### src/rtl/regfile_pkg.sv
// regfile_pkg: shared register-file widths, arbiter state encoding and index helpers
package regfile_pkg;
    localparam int RF_AW = 3;
    localparam int RF_DW = 8;
    localparam int IW = 2;
    typedef enum logic {ARB_IDLE, ARB_LOCK} arb_state_t;
    function automatic logic [3:0] idx2oh(input logic [IW-1:0] i);
        return 4'b0001 << i;
    endfunction
endpackage

### src/rtl/regwr_arbiter_if.sv
// regwr_arbiter_if: requester handshake plus registered register-file write command
interface regwr_arbiter_if #(
    parameter int NREQ = 3,
    parameter int AW = 3,
    parameter int DW = 8
);
    logic stall;
    logic [NREQ-1:0] req_valid;
    logic [NREQ-1:0] req_last;
    logic [NREQ*AW-1:0] req_addr;
    logic [NREQ*DW-1:0] req_data;
    logic [NREQ-1:0] req_ready;
    logic wd;
    logic [AW-1:0] wdpick;
    logic [DW-1:0] data;
    logic [NREQ-1:0] owner;
    logic busy;
    modport master (
        output stall, req_valid, req_last, req_addr, req_data,
        input req_ready, wd, wdpick, data, owner, busy
    );
    modport slave (
        input stall, req_valid, req_last, req_addr, req_data,
        output req_ready, wd, wdpick, data, owner, busy
    );
endinterface

### src/rtl/rr_pick.sv
// rr_pick: combinational round-robin picker, first request at or after ptr wins
module rr_pick import regfile_pkg::*; #(
    parameter int NREQ = 3
) (
    input  logic [NREQ-1:0] req,
    input  logic [IW-1:0]   ptr,
    output logic [NREQ-1:0] gnt,
    output logic [IW-1:0]   idx,
    output logic            any
);
    int j;
    logic [3:0] oh;
    // Scan farthest-first so the nearest request to ptr overwrites the rest
    always_comb begin
        idx = '0;
        j = 0;
        for (int k = NREQ - 1; k >= 0; k--) begin
            j = (int'(ptr) + k) % NREQ;
            if (req[j]) idx = IW'(j);
        end
    end
    assign any = |req;
    assign oh = idx2oh(idx);
    assign gnt = any ? oh[NREQ-1:0] : '0;
endmodule

### src/rtl/regwr_arbiter.sv
// regwr_arbiter: round-robin write-port arbiter with locked bursts and a registered
// write command for the register file
module regwr_arbiter import regfile_pkg::*; #(
    parameter int NREQ = 3,
    parameter int AW = RF_AW,
    parameter int DW = RF_DW
) (
    input logic CLK,
    input logic RST,
    regwr_arbiter_if.slave bus
);
    arb_state_t state;
    logic [IW-1:0] ptr;
    logic [IW-1:0] own_idx;
    logic [IW-1:0] pick_idx;
    logic [IW-1:0] cur_idx;
    logic [IW-1:0] nxt_idx;
    logic [NREQ-1:0] pick_gnt;
    logic pick_any;
    logic xfer;
    logic [3:0] cur_oh;

    rr_pick #(.NREQ(NREQ)) u_pick (
        .req(bus.req_valid),
        .ptr(ptr),
        .gnt(pick_gnt),
        .idx(pick_idx),
        .any(pick_any)
    );

    // In LOCK the owner is offered ready even while its valid is low
    assign bus.req_ready = bus.stall ? '0 : (state == ARB_LOCK) ? bus.owner : pick_gnt;
    assign cur_idx = (state == ARB_LOCK) ? own_idx : pick_idx;
    assign xfer = !bus.stall && ((state == ARB_LOCK) ? bus.req_valid[cur_idx] : pick_any);
    assign nxt_idx = (cur_idx == IW'(NREQ - 1)) ? '0 : cur_idx + 1'b1;
    assign cur_oh = idx2oh(cur_idx);

    always_ff @(posedge CLK or posedge RST) begin
        if (RST) begin
            state <= ARB_IDLE;
            ptr <= '0;
            own_idx <= '0;
            bus.wd <= 1'b0;
            bus.wdpick <= '0;
            bus.data <= '0;
            bus.owner <= '0;
            bus.busy <= 1'b0;
        end else begin
            bus.wd <= xfer;
            if (xfer) begin
                bus.wdpick <= bus.req_addr[int'(cur_idx)*AW +: AW];
                bus.data <= bus.req_data[int'(cur_idx)*DW +: DW];
                if (bus.req_last[cur_idx]) begin
                    state <= ARB_IDLE;
                    ptr <= nxt_idx;
                    bus.owner <= '0;
                    bus.busy <= 1'b0;
                end else begin
                    state <= ARB_LOCK;
                    own_idx <= cur_idx;
                    bus.owner <= cur_oh[NREQ-1:0];
                    bus.busy <= 1'b1;
                end
            end
        end
    end
endmodule
### src/flat_wrapper.sv
// flat-port wrapper written by rule: the top's interface ports become plain ports
module regwr_arbiter_flat import regfile_pkg::*;
#(
    parameter int NREQ = 3,
    parameter int AW = RF_AW,
    parameter int DW = RF_DW
)
  (CLK, RST, bus_stall, bus_req_valid, bus_req_last, bus_req_addr, bus_req_data, bus_req_ready, bus_wd, bus_wdpick, bus_data, bus_owner, bus_busy);
  regwr_arbiter_if #(.NREQ(NREQ), .AW(AW), .DW(DW)) bus_i ();
  input logic CLK;
  input logic RST;
  input wire logic [$bits(bus_i.stall)-1:0] bus_stall;
  input wire logic [$bits(bus_i.req_valid)-1:0] bus_req_valid;
  input wire logic [$bits(bus_i.req_last)-1:0] bus_req_last;
  input wire logic [$bits(bus_i.req_addr)-1:0] bus_req_addr;
  input wire logic [$bits(bus_i.req_data)-1:0] bus_req_data;
  output wire logic [$bits(bus_i.req_ready)-1:0] bus_req_ready;
  output wire logic [$bits(bus_i.wd)-1:0] bus_wd;
  output wire logic [$bits(bus_i.wdpick)-1:0] bus_wdpick;
  output wire logic [$bits(bus_i.data)-1:0] bus_data;
  output wire logic [$bits(bus_i.owner)-1:0] bus_owner;
  output wire logic [$bits(bus_i.busy)-1:0] bus_busy;
  assign bus_i.stall = bus_stall;
  assign bus_i.req_valid = bus_req_valid;
  assign bus_i.req_last = bus_req_last;
  assign bus_i.req_addr = bus_req_addr;
  assign bus_i.req_data = bus_req_data;
  assign bus_req_ready = bus_i.req_ready;
  assign bus_wd = bus_i.wd;
  assign bus_wdpick = bus_i.wdpick;
  assign bus_data = bus_i.data;
  assign bus_owner = bus_i.owner;
  assign bus_busy = bus_i.busy;
  regwr_arbiter #(.NREQ(NREQ), .AW(AW), .DW(DW)) u_core (.CLK(CLK), .RST(RST), .bus(bus_i));
endmodule
### config.mk
export PLATFORM = sky130hd
export DESIGN_NAME = regwr_arbiter_flat
export DESIGN_NICKNAME = d
export VERILOG_FILES = /design/src/rtl/regfile_pkg.sv /design/src/rtl/regwr_arbiter_if.sv /design/src/rtl/rr_pick.sv /design/src/rtl/regwr_arbiter.sv /design/src/flat_wrapper.sv
export SDC_FILE = /design/constraint.sdc
export NUM_CORES = 1
export LEC_CHECK = 0
export ABC_AREA = 1
export CAP_MARGIN = 10
export CELL_PAD_IN_SITES_DETAIL_PLACEMENT = 2
export CELL_PAD_IN_SITES_GLOBAL_PLACEMENT = 2
export CORE_AREA = 2 2 85 87
export CTS_BUF_LIST = sky130_fd_sc_hd__clkbuf_4
export DETAILED_ROUTE_END_ITERATION = 10
export DIE_AREA = 0 0 87 89
export MAX_ROUTING_LAYER = met4
export PLACE_DENSITY_LB_ADDON = 0.1
export REMOVE_ABC_BUFFERS = 1
export SETUP_SLACK_MARGIN = 0.5
export SLEW_MARGIN = 10
export SYNTH_ARGS = -nofsm -noshare
export SYNTH_HDL_FRONTEND = slang
export SYNTH_SLANG_ARGS = --single-unit
### constraint.sdc
create_clock -name CLK -period 2.99 [get_ports CLK]
set_input_delay 0.598 -clock CLK [delete_from_list [all_inputs] [get_ports CLK]]
set_output_delay 0.598 -clock CLK [all_outputs]
set_load 0.02 [all_outputs]
==> results of run 1 <==
[layer usage]
layer | track usage, % | routed length (µm)
met1 | 20.62 | 2835
met2 | 24.98 | 2887
met3 | 2.770 | 220
met4 | 4.545 | 86
met5 | - | 0
[power breakdown]
group / total [W] / internal, W / switching (W)
Sequential: 0.000477 / 0.000393 / 0.0000843
Clock: 0.000148 / 0.0000489 / 0.0000987
Combinational: 0.00270 / 0.00120 / 0.00150
Total: 0.00333 / 0.00165 / 0.00168
[timing repair]
item / in CTS / in global routing
setup endpoints to repair: 22 / 23
setup buffers: 5 / 7
cloned: 0 / 1
resized for setup: 26 / 59
pin swaps: 2 / 21
[synthesized netlist by cell type]
| cell type | instances | area share, % |
|---|---|---|
| nand3_2 | 2 | 1.4 |
| o21ai_2 | 1 | 0.60 |
| buf_6 | 1 | 0.77 |
| dfrtp_1 | 20 | 34 |
| ha_1 | 3 | 2.6 |
| buf_2 | 5 | 1.7 |
| a21oi_1 | 15 | 5.1 |
| nand2_2 | 3 | 1.3 |
| nand2_4 | 2 | 1.5 |
| nand2_1 | 88 | 23 |
| nand3_4 | 1 | 1.2 |
| inv_2 | 5 | 1.3 |
| clkbuf_1 | 1 | 0.26 |
| nor2_1 | 15 | 3.9 |
| o31ai_1 | 11 | 5.7 |
| nor3_1 | 1 | 0.34 |
| inv_1 | 11 | 2.8 |
| buf_4 | 1 | 0.51 |
| nand3_1 | 23 | 7.9 |
| nand4_1 | 6 | 2.6 |
| a31oi_1 | 1 | 0.43 |
| o21ai_0 | 4 | 1.4 |
[how the worst max path moves through the flow]
| stage | startpoint | end |
|---|---|---|
| floorplan | u_core.ptr[0]$_DFFE_PP0P_ | bus_req_ready[0] |
| global placement | bus_req_valid[0] | bus_req_ready[0] |
| detailed placement | bus_req_valid[0] | bus_req_ready[1] |
| CTS | u_core.ptr[1]$_DFFE_PP0P_ | bus_req_ready[0] |
| global route | u_core.ptr[1]$_DFFE_PP0P_ | bus_req_ready[0] |
| finish | u_core.ptr[0]$_DFFE_PP0P_ | bus_req_ready[0] |
[state kept, by name (all words and copies together) (netlist names)]
register and cells:
u_core.bus.owner 3, u_core.bus.wdpick 3, u_core.bus.busy 1, u_core.bus.wd 1, u_core.bus.data 8, u_core.ptr 2
u_core.own_idx 2
[worst max-delay path, stage by stage (launching register included)]
cell and delay, ns:
dfrtp_1 0.42, inv_2 0.09, ha_4 0.23, inv_6 0.09, nand2_4 0.06, nand2_1 0.07
nand2_1 0.05, nand2_1 0.07, nand2_2 0.06, nand2_2 0.06, nand2_2 0.06, nor2_2 0.10
nand2_1 0.06, a21oi_2 0.11, buf_4 0.15
[cell families after synthesis]
kind of cell	share of synthesized area (%)
buffers and inverters	7.363
adder cells (fa/ha/maj)	2.569
AO/OA/AOI/OAI	13.19
flip-flops	34.25
AND/OR/NAND/NOR	42.64
[area by class of cell]
cell class | instances | area (µm²)
flip-flops and latches | 20 | 501.7
clock inverters | 1 | 3.754
clock buffers | 3 | 22.52
repair buffers | 92 | 873.3
multi-input cells | 176 | 1087
fillers | 765 | 4058
inverters | 16 | 72.57
well taps | 80 | 100.1
[stage by stage]
stage               hold slack [ns]  setup slack (ns)
floorplan                    0.4633            0.7430
global placement             0.4627          -0.06554
detailed placement           0.4699           -0.1336
CTS                          0.5032            0.3931
global route                 0.5225            0.2198
finish                       0.4970            0.4018
==> results.json, run 1 <==
{
  "finalCritPeriodShare_pct": 86.56,
  "viasPerCell": 4.727,
  "drive_gt1_share_pct": 29.55,
  "drcViolationCount": 0,
  "max-clock-path-buffers": 2,
  "finish.utilization_pct": 39.61,
  "routedWlPerCell_um": 15.54,
  "nets": 354,
  "fin_total_pwr_w": 0.003325,
  "unrepaired_setup_endpoints_after_global_routing": "yes",
  "port-buffer-count": 60,
  "die_h_um": 89,
  "detailed_place_hpwl_um": 4515,
  "ir_worst_vdd_mv": 0.3610,
  "initial_core_utilization_pct": 21.75,
  "startpoint_type": "flip-flop",
  "boundaryPins": 61,
  "timing.setup.critical_path_class": "flip-flop to output pin",
  "power.density_cell_area_nw_per_um2": 1249,
  "cts_buffers": 3,
  "grt_pass1_wl_um": 9335,
  "timing.rr.start": "u_core.ptr[0]$_DFFE_PP0P_",
  "cts_root_buf": "clkbuf_4",
  "holdBufCountCts": 0,
  "reg2regPathDepth": 19,
  "clkSlewWorstSetupHoldPaths_ns": 0.14,
  "cts.sinks": 20,
  "areaGrowthSynthToFinish_pct": 82.11,
  "pin_count_of_the_biggest_net_entering_global_routing": 21,
  "die_area_um2": 7743,
  "diodes": 0,
  "yosysUniqueCellTypes": 22,
  "timing.rr.end": "u_core.own_idx[1]$_DFFE_PP0P_",
  "core_area_um2": 6719,
  "hold_path_depth": 2,
  "final_cell_mix": "74 x nand2_1, 54 x clkdlybuf4s50_1, 28 x buf_4",
  "hold_path_class": "flip-flop to flip-flop",
  "clock-skew-final_ns": 0.01330,
  "tightest_slew_ns": 0.8561,
  "r2r_setup_slack_ns": 0.54,
  "gp_routability_congestion": 0.7879,
  "path_max_fanout": 5,
  "initialDrtViolationCount": 34,
  "clkLatencyLatePin_ns": 0.32,
  "yosysSeqAreaShare_pct": 34.25,
  "setup.worst_path.end_class": "output pin",
  "routed_wirelength_um": 6030,
  "yosys_warnings": 0,
  "critical_path_required_ns": 2.39,
  "max_slew_margin_pct": 42.86,
  "synthesis.area_um2": 1461,
  "core.rowCount": 30,
  "placement.cell_area_um2": 2257,
  "maxCapViolCount": 0,
  "placed_cells_incl_taps": 371,
  "totalNegativeSetupSlack_ns": 0,
  "syn-instance-count": 220,
  "timing.final.crit_period_ns": 2.588,
  "cts-htree-levels": 1,
  "mostFrequentLayoutCell": "nand2_1",
  "global_route.overflow_total": 0,
  "worst_hold_startpoint": "u_core.bus.wdpick[2]$_DFFE_PP0P_",
  "crit_arrival_ns": 1.99,
  "drt_first_pass_iters": 6,
  "seq_cells_post_synth": 20,
  "fmaxAchievable_mhz": 386.4,
  "power.static_leakage_nw": 1.225,
  "vias_in_the_first_global_route": 1914,
  "slew_violations": 0,
  "final_area_um2": 2661,
  "finish.cell_count_without_fillers": 388,
  "status": "completed",
  "die_width_um": 87,
  "grt_usage_pct": 15.75,
  "clock_tree_from_tritoncts": "done",
  "finalSetupViolCount": 0,
  "timing_hold_violations_final": 0,
  "antenna_left": 0,
  "routed-via-count": 1834,
  "syn_avg_cell_area_um2": 6.643,
  "timing.hold.worst_endpoint": "u_core.bus.wdpick[2]$_DFFE_PP0P_",
  "initial_antenna_violation_count": 0
}
Note: power is estimated with default switching activity, not from simulation.
==> run 2: changes to the inputs <==
--- a/config.mk
+++ b/config.mk
@@ -10,7 +10,7 @@
 export CELL_PAD_IN_SITES_DETAIL_PLACEMENT = 2
 export CELL_PAD_IN_SITES_GLOBAL_PLACEMENT = 2
 export CORE_AREA = 2 2 85 87
-export CTS_BUF_LIST = sky130_fd_sc_hd__clkbuf_4
+export CTS_BUF_LIST = sky130_fd_sc_hd__clkbuf_16
 export DETAILED_ROUTE_END_ITERATION = 10
 export DIE_AREA = 0 0 87 89
 export MAX_ROUTING_LAYER = met4
==> run 2 against run 1 <==
Cell count stayed put. First-iteration DRC count is 32% higher. Maximum frequency is 3.4% higher. Global-route usage hardly changed. Die area stayed put. Critical path depth is 2 lower. Sequential share of layout area is 0.27 points lower. Utilization is 0.58 points higher. Critical path type unchanged.
==> results.json, run 2 (same netlist as run 1, synthesis figures left out) <==
{
  "status": "completed",
  "clkSlewWorstSetupHoldPaths_ns": 0.06,
  "setup.worst_path.end_class": "output pin",
  "drive_gt1_share_pct": 28.57,
  "fin_total_pwr_w": 0.003478,
  "mostFrequentLayoutCell": "nand2_1",
  "cts.sinks": 20,
  "cts_buffers": 3,
  "global_route.overflow_total": 0,
  "place_ws_ns": -0.1336,
  "seqCellArea_um2": 501.7,
  "max_slew_margin_pct": 43.43,
  "areaGrowthSynthToFinish_pct": 84.76,
  "path_max_fanout": 5,
  "slew_violations": 0,
  "grt_usage_pct": 15.77,
  "diodes": 0,
  "die_h_um": 89,
  "power.static_leakage_nw": 1.247,
  "initial_antenna_violation_count": 0,
  "vias_in_the_first_global_route": 1885,
  "nets": 354,
  "antenna_left": 0,
  "clkLatencyLatePin_ns": 0.26,
  "crit_arrival_ns": 1.90,
  "startpoint_type": "flip-flop",
  "initialDrtViolationCount": 45,
  "power.density_cell_area_nw_per_um2": 1288,
  "routed-via-count": 1824,
  "timing_hold_violations_final": 0,
  "timing.final.crit_period_ns": 2.503,
  "timing.setup.critical_path_class": "flip-flop to output pin",
  "core_area_um2": 6719,
  "cts-htree-levels": 1,
  "pin_count_of_the_biggest_net_entering_global_routing": 21,
  "die_area_um2": 7743,
  "flip_flop_count_of_the_largest_register_after_layout": 8,
  "detailed_place_hpwl_um": 4515,
  "n_fill_cell": 764,
  "cts_root_buf": "clkbuf_16",
  "viasPerCell": 4.701,
  "drcViolationCount": 0,
  "grt_pass1_wl_um": 9335,
  "initial_core_utilization_pct": 21.75,
  "ir_worst_vdd_mv": 0.3341,
  "holdBufCountCts": 0,
  "tightest_slew_ns": 0.8476,
  "largest_registers": "u_core.bus.data (8), u_core.bus.owner (3), u_core.bus.wdpick (3)",
  "finalSetupViolCount": 0,
  "totalNegativeSetupSlack_ns": 0,
  "maxCapViolCount": 0,
  "max-clock-path-buffers": 2,
  "clock-skew-final_ns": 0.003516,
  "drt_first_pass_iters": 4,
  "hold_path_class": "flip-flop to flip-flop",
  "core.rowCount": 30,
  "clock_tree_from_tritoncts": "done",
  "port-buffer-count": 60,
  "finalCritPeriodShare_pct": 83.70,
  "boundaryPins": 61,
  "gp_routability_congestion": 0.7879,
  "multiInputGateArea_um2": 1056,
  "r2r_setup_slack_ns": 0.52,
  "die_width_um": 87,
  "registers.top_by_ff_count": "u_core.bus.data",
  "final_cell_mix": "75 x nand2_1, 54 x clkdlybuf4s50_1, 27 x buf_4",
  "unrepaired_setup_endpoints_after_global_routing": "yes",
  "post-route-worst-setup-slack_ns": 0.4873,
  "routedWlPerCell_um": 16.14,
  "routed_wirelength_um": 6263,
  "critical_path_required_ns": 2.39,
  "fmaxAchievable_mhz": 399.6
}
-- run 2: cell types whose count changed in the layout (fill, tap and decap cells not counted), moves of 2 or more --
cell | previous run | this run
clkbuf_16 | 1 | 4
clkbuf_4 | 3 | 0
inv_4 | 3 | 1
nand3_4 | 4 | 2
-- run 2: final timing paths --
kind,from,endpoint,cells past startpoint
worst max-delay path,u_core.ptr[1]$_DFFE_PP0P_,bus_req_ready[0],12
worst min-delay path,u_core.bus.wdpick[2]$_DFFE_PP0P_,u_core.bus.wdpick[2]$_DFFE_PP0P_,2
worst max register to register,u_core.ptr[1]$_DFFE_PP0P_,u_core.ptr[0]$_DFFE_PP0P_,20
max in group asynchronous,RST,u_core.ptr[1]$_DFFE_PP0P_,2
worst min register to register,u_core.bus.wdpick[2]$_DFFE_PP0P_,u_core.bus.wdpick[2]$_DFFE_PP0P_,2
min in group asynchronous,RST,u_core.bus.data[4]$_DFFE_PP0P_,2
-- run 2: final cells by class --
type / count / share of cell area (%)
timing repair buffer: 92 / 32.81
sequential: 20 / 18.58
tap: 80 / 3.707
clock inverter: 1 / 0.1390
clock buffer: 3 / 2.780
inverter: 16 / 2.873
multi-input combinational: 176 / 39.11
-- run 2: through the flow --
stage / instance area (µm²) / cells / hold WS (ns) / util [%]
6_report: 2700 / 388 / 0.4784 / 40.19
5_1_grt: 2700 / 388 / 0.5041 / 40.19
4_1_cts: 2407 / 381 / 0.4861 / 35.83
3_5_place_dp: 2257 / 371 / 0.4699 / 33.59
3_3_place_gp: 2257 / 371 / 0.4627 / 33.59
2_1_floorplan: 1414 / 212 / 0.4633 / -
-- run 2: what timing repair did --
action | 4_1_cts | 5_1_grt
buffers inserted | 6 | 6
pin swaps | 3 | 16
cloned | 0 | 1
setup endpoints to repair | 22 | 22
resized for setup | 29 | 53
-- run 2: per-layer routing --
metal,share of wire (%),track usage [%]
met5,0,-
met4,0.67,3.409
met3,3.0,2.955
met2,50,25.33
met1,46,20.73
-- run 2: power by group --
group          leakage (nW)  switching, W  internal, W  total, W
clock                0.0385      0.000110     0.000179  0.000288
sequential            0.251     0.0000872     0.000395  0.000482
combinational         0.958       0.00150      0.00121   0.00271
-- run 2: critical path, stage by stage (launching register included) --
cell and delay [ns]:
dfrtp_2 0.45, ha_4 0.34, inv_6 0.05, nand3_2 0.05, nand2_1 0.06, nand2_1 0.08, nand2_2 0.07, nand2_2 0.07
nand2_2 0.06, nor2_2 0.10, nand2_1 0.06, a21oi_2 0.11, buf_4 0.15
